### src/rtl/fetch_unit_if.sv
// Instruction-memory request/acknowledge bus between the fetch unit (master) and memory (slave).
interface fetch_unit_if #(
    parameter int ADDR_W  = 8,
    parameter int INSTR_W = 8
);
    logic               imem_req;
    logic [ADDR_W-1:0]  imem_addr;
    logic               imem_ack;
    logic [INSTR_W-1:0] imem_data;

    modport master (output imem_req, imem_addr, input imem_ack, imem_data);
    modport slave  (input imem_req, imem_addr, output imem_ack, imem_data);
endinterface

### src/rtl/fetch_unit.sv
// nRisc instruction-fetch stage: PC, req/ack fetch from instruction memory, instruction register.
// Optional macro FETCH_TIMEOUT_EN aborts a fetch after TIMEOUT unacknowledged cycles and flags erro.
module fetch_unit #(
    parameter int                 ADDR_W    = 8,
    parameter int                 INSTR_W   = 8,
    parameter logic [ADDR_W-1:0]  RESET_PC  = '0,
    parameter logic [INSTR_W-1:0] NOP_INSTR = 8'b00001000,
    parameter int                 TIMEOUT   = 15
) (
    input  logic               clk,
    input  logic               reset,
    input  logic               escritaPC,
    input  logic               pula,
    input  logic [ADDR_W-1:0]  alvo,
    fetch_unit_if.master       imem,
    output logic [INSTR_W-1:0] instru,
    output logic               instru_valid,
    output logic [ADDR_W-1:0]  pc,
    output logic               erro
);

    localparam logic [0:0] S_FETCH = 1'b0;
    localparam logic [0:0] S_EXEC  = 1'b1;

    logic [0:0]         state_q, state_d;
    logic [ADDR_W-1:0]  pc_q, pc_d;
    logic               req_q, req_d;
    logic [INSTR_W-1:0] instru_q, instru_d;
    logic               valid_q, valid_d;

`ifdef FETCH_TIMEOUT_EN
    localparam int              TMO_W    = (TIMEOUT > 1) ? $clog2(TIMEOUT) : 1;
    localparam logic [TMO_W-1:0] TMO_LAST = TMO_W'(TIMEOUT - 1);

    logic [TMO_W-1:0] tmo_q, tmo_d;
    logic             erro_q, erro_d;
`endif

    always_comb begin
        state_d  = state_q;
        pc_d     = pc_q;
        req_d    = req_q;
        instru_d = instru_q;
        valid_d  = valid_q;
`ifdef FETCH_TIMEOUT_EN
        tmo_d    = tmo_q;
        erro_d   = erro_q;
`endif
        case (state_q)
            S_FETCH: begin
                if (req_q && imem.imem_ack) begin
                    instru_d = imem.imem_data;
                    valid_d  = 1'b1;
                    req_d    = 1'b0;
                    state_d  = S_EXEC;
`ifdef FETCH_TIMEOUT_EN
                    tmo_d    = '0;
`endif
                end
`ifdef FETCH_TIMEOUT_EN
                // Give up on a silent memory: hand the core a NOP so it keeps running.
                else if (req_q && tmo_q == TMO_LAST) begin
                    instru_d = NOP_INSTR;
                    valid_d  = 1'b1;
                    erro_d   = 1'b1;
                    req_d    = 1'b0;
                    state_d  = S_EXEC;
                    tmo_d    = '0;
                end
`endif
                else begin
                    req_d = 1'b1;
`ifdef FETCH_TIMEOUT_EN
                    if (req_q) tmo_d = tmo_q + 1'b1;
`endif
                end
            end
            S_EXEC: begin
`ifdef FETCH_TIMEOUT_EN
                tmo_d = '0;
`endif
                if (escritaPC) begin
                    pc_d     = pula ? alvo : pc_q + 1'b1;
                    instru_d = NOP_INSTR;
                    valid_d  = 1'b0;
                    state_d  = S_FETCH;
                end
            end
            default: state_d = S_FETCH;
        endcase
    end

    always_ff @(posedge clk or negedge reset) begin
        if (!reset) begin
            state_q  <= S_FETCH;
            pc_q     <= RESET_PC;
            req_q    <= 1'b0;
            instru_q <= NOP_INSTR;
            valid_q  <= 1'b0;
        end else begin
            state_q  <= state_d;
            pc_q     <= pc_d;
            req_q    <= req_d;
            instru_q <= instru_d;
            valid_q  <= valid_d;
        end
    end

`ifdef FETCH_TIMEOUT_EN
    always_ff @(posedge clk or negedge reset) begin
        if (!reset) begin
            tmo_q  <= '0;
            erro_q <= 1'b0;
        end else begin
            tmo_q  <= tmo_d;
            erro_q <= erro_d;
        end
    end

    assign erro = erro_q;
`else
    logic unused_timeout;
    assign unused_timeout = (TIMEOUT != 0);
    assign erro = 1'b0;
`endif

    assign imem.imem_req  = req_q;
    assign imem.imem_addr = pc_q;
    assign instru         = instru_q;
    assign instru_valid   = valid_q;
    assign pc             = pc_q;

endmodule

### src/flat_wrapper.sv
// flat-port wrapper written by rule: the top's interface ports become plain ports
module fetch_unit_flat 
#(
    parameter int                 ADDR_W    = 8,
    parameter int                 INSTR_W   = 8,
    parameter logic [ADDR_W-1:0]  RESET_PC  = '0,
    parameter logic [INSTR_W-1:0] NOP_INSTR = 8'b00001000,
    parameter int                 TIMEOUT   = 15
)
  (clk, reset, escritaPC, pula, alvo, instru, instru_valid, pc, erro, imem_imem_req, imem_imem_addr, imem_imem_ack, imem_imem_data);
  fetch_unit_if #(.ADDR_W(ADDR_W), .INSTR_W(INSTR_W)) imem_i ();
  input  logic clk;
  input  logic reset;
  input  logic escritaPC;
  input  logic pula;
  input  logic [ADDR_W-1:0] alvo;
  output logic [INSTR_W-1:0] instru;
  output logic instru_valid;
  output logic [ADDR_W-1:0] pc;
  output logic erro;
  output wire logic [$bits(imem_i.imem_req)-1:0] imem_imem_req;
  output wire logic [$bits(imem_i.imem_addr)-1:0] imem_imem_addr;
  input wire logic [$bits(imem_i.imem_ack)-1:0] imem_imem_ack;
  input wire logic [$bits(imem_i.imem_data)-1:0] imem_imem_data;
  assign imem_imem_req = imem_i.imem_req;
  assign imem_imem_addr = imem_i.imem_addr;
  assign imem_i.imem_ack = imem_imem_ack;
  assign imem_i.imem_data = imem_imem_data;
  fetch_unit #(.ADDR_W(ADDR_W), .INSTR_W(INSTR_W), .RESET_PC(RESET_PC), .NOP_INSTR(NOP_INSTR), .TIMEOUT(TIMEOUT)) u_core (.clk(clk), .reset(reset), .escritaPC(escritaPC), .pula(pula), .alvo(alvo), .imem(imem_i), .instru(instru), .instru_valid(instru_valid), .pc(pc), .erro(erro));
endmodule
### config.mk
export PLATFORM = sky130hd
export DESIGN_NAME = fetch_unit_flat
export DESIGN_NICKNAME = d
export VERILOG_FILES = /design/src/rtl/fetch_unit_if.sv /design/src/rtl/fetch_unit.sv /design/src/flat_wrapper.sv
export SDC_FILE = /design/constraint.sdc
export NUM_CORES = 1
export LEC_CHECK = 0
export CORE_MARGIN = 4
export CORE_UTILIZATION = 43
export DETAILED_ROUTE_END_ITERATION = 6
export MAX_ROUTING_LAYER = met4
export PLACE_DENSITY_LB_ADDON = 0.2
export SYNTH_ARGS = -nofsm -noshare
export SYNTH_HDL_FRONTEND = slang
export SYNTH_SLANG_ARGS = --single-unit
### constraint.sdc
create_clock -name clk -period 3.78 [get_ports clk]
set_clock_uncertainty 0.1 [all_clocks]
set_input_delay 0.567 -clock clk [delete_from_list [all_inputs] [get_ports clk]]
set_output_delay 0.567 -clock clk [all_outputs]
set_load 0.05 [all_outputs]
==> metrics.md <==
| Metric | Value |
|---|---|
| Mapped cell area | approximately 1000 um2 |
| Die X-Extent | about 56 um |
| P_int | around 640 uW |
| HPWL Detailed | about 1800 um |
| Clock share of power | 0.071 |
| Post-route cell area | 1430 um2 |
| Post-Layout Cell Count | around 180 |
| Warnings, synthesis | 0 |
| Total power | 1.41 mW |
| Placed cell area | roughly 1400 um2 |
| DRT Wirelength | 2410 um |
| Fin util | 0.646 |
| Critical-path cell list | clkdlybuf4s50_1 |
| Top cells by area, synth | dfrtp_1 (45%), nand3_1 (7.0%), buf_4 (6.7%), o21ai_0 (5.5%), inv_1 (3.4%) |
| Std cell rows | 17 |
| Post-CTS Resized | 0 |
| FF-to-FF path depth | 4 |
| Post-Syn Instances | 113 |
| Lkg Pwr | 0.598 nW |
| Synthesized net count | between 100 and 150 |
| CP required | between 3 and 4 ns |
| Worst vdd ir | between 500 and 600 uV |
| Starting DRT DRC Count | 28 |
| Relative slew slack | 0.445 |
| Logic pwr share | 0.640 |
| Worst hold slack | about 0.39 ns |
| Final setup vio count | 0 |
| Largest net degree at the start of global routing | 20 |
| Setup CP Type | register to primary output |
| Number of global-route vias before repair | roughly 940 |
| Crit path time final | roughly 2.3 ns |
| Switching share of power | 0.548 |
| Setup TNS | 0 ns |
| Yosys cell types | 28 |
| Vias per cell | between 5 and 6 |
| CTS Sinks | 19 |
| Worst Path Buf+Inv | 1 |
| Buffers on Ports | 46 |
| Critical Path AT | roughly 1.7 ns |
| I/O pins | between 40 and 50 |
| RSZ-0062 raised after global routing | no |
| Initial antenna violation count | 0 |
| Register area share after synthesis | 0.476 |
| P_sw | 772 uW |
| GRT Total Usage | 0.161 |
| DRC viols | 0 |
| Final Max Slew Viols | 0 |
| Root Buffer | clkbuf_4 |
| Clk buf depth | 2 |
| CTS tree | yes |
| Nets | between 150 and 200 |
| Worst setup EP type | primary output |
| Slowest CP cell | clkdlybuf4s50_1 |
| Initial Util | 0.453 |
| Fin crit share | 0.617 |
| First-pass GRT wire length | about 4000 um |
| Outcome | finished clean |
| Synth Register Bits | 19 |
| Largest fanout on the critical path | 10 |
| Overflow after GRT | 0 |
| Max Cap Viol | 0 |
| Clk_lat worst skew | between 0.2 and 0.3 ns |
| Slowest stage delay, CP | 0.86 ns |
| Dpl ws | between 1.5 and 2 ns |
| Area grow syn2layout | 42.7% |
| Drt pass-1 iters | 4 |
| CTS HTree Levels | 1 |
| Post-CTS Setup Bufs | 0 |
| Sequential Power Share | 0.289 |
| Final Hold Fails | 0 |
| Vias | between 900 and 1000 |
| Chip height | 56.3 um |
| Fmax | ~430 MHz |
| Share of layout cells above drive strength 1 | 0.0338 |
| Mean Syn Cell Area | 8.87 um2 |
| Die ar. | between 3000 and 4000 um2 |
| Largest area contributor in the netlist | dfrtp_1 |
| Setup ws final | 1.45 ns |
| Cell area power density | ~980 nW/um2 |
| Worst hold stages | 2 |
| Antenna diodes | 0 |
| Crit-path leading delay family | buffers and inverters |
| Core footprint | 2210 um2 |
| RD Place Congestion | about 0.8 |
| Hold buffer count at CTS | 0 |
| Worst Tran Pin Value | roughly 0.83 ns |
| Top-area cell type share of the netlist area | 0.449 |
| Clk pin slew, worst setup/hold paths | ~0.11 ns |
| Antenna-violating nets left | 0 |
| Worst min-delay path class | register to register |
| CP Launch Type | register |
| Wirelength per Cell | roughly 14 um |
| WP depth | 1 |
| Cell total after placement | roughly 170 |
| CTS Buf Count | 3 |
## worst min-delay path: cells and delay by family (launching register included)
| family | cells | cell delay [ns] |
|---|---|---|
| flip-flops | 1 | 0.36 |
| AND/OR/NAND/NOR | 2 | 0.10 |
## sequential cells by signal, indices dropped and copies added, names as in the netlist
name / count
u_core.state_q: 1
u_core.imem.imem_req: 1
u_core.instru_valid: 1
u_core.instru: 8
u_core.imem.imem_addr: 8
## layer usage
layer  wire length, um  global-route usage  up-vias  share of wire
li1                  -                   -      453              -
met1              1010               0.189      436           0.42
met2              1180               0.267       42           0.49
met3               177              0.0322        4          0.073
met4                38              0.0678        0          0.016
met5                 0                   -        -              0
## area by class of cell
type	count	area, um2
clock buffers	4	26.3
fillers	210	782
inverters	9	33.8
multi-input cells	70	398
flip-flops and latches	19	477
well taps	28	35.0
repair buffers	46	460
## path summary, 6_finish.rpt
kind	startpoint	end	slack (ns)
setup / recovery	u_core.imem.imem_addr[3]	imem_imem_addr[3]	1.45
hold / removal	u_core.instru_valid	u_core.instru_valid	0.39
setup reg to reg	u_core.imem.imem_addr[0]	u_core.imem.imem_addr[6]	2.20
hold reg to reg	u_core.instru_valid	u_core.instru_valid	0.39
max in group asynchronous	reset	u_core.imem.imem_req	2.42
min in group asynchronous	reset	u_core.imem.imem_addr[0]	0.64
## synthesized netlist by cell type
cell	instances
nor4_1	2
a311oi_1	1
nand3_1	14
nor3_1	2
nand2_1	6
a21oi_1	6
dfrtp_1	18
and2_1	1
nand3b_1	1
nand2_2	1
ha_1	1
nor2_1	5
or4b_1	1
nand4_1	2
nand2b_1	2
and4_1	1
inv_1	9
and3_1	1
o21a_1	2
conb_1	1
o22ai_1	5
mux2i_1	3
buf_2	3
buf_4	9
clkbuf_1	3
o211ai_1	1
o21ai_0	11
dfstp_2	1
## power by group through the flow
stage / clock (mW) / combinational (mW) / sequential (mW)
6_report: 0.100 / 0.901 / 0.406
5_1_grt: 0.110 / 0.948 / 0.425
3_5_place_dp: 0 / 0.906 / 0.407
4_1_cts: 0.103 / 0.909 / 0.405
2_1_floorplan: 0 / 0.369 / 0.684
3_3_place_gp: 0 / 0.898 / 0.406
## cell families after synthesis
group	share of synthesized area
muxes	0.0300
AOI/OAI and AO/OA	0.147
DFF	0.476
and+or+nand+nor	0.204
other	0.00374
adders and majority gates	0.0125
buffers and inverters	0.127
## layout by cell type, fill, tap and decap left out, drive strengths merged, types with 3 or more instances in the layout
| cell | instances |
|---|---|
| a21oi | 6 |
| nand2 | 7 |
| clkdlybuf4s50 | 46 |
| nor2 | 5 |
| o22ai | 5 |
| inv | 9 |
| nand3 | 14 |
| mux2i | 3 |
| clkbuf | 4 |
| o21ai | 11 |
| dfrtp | 18 |
No activity file was read; power rests on OpenSTA's default activity.
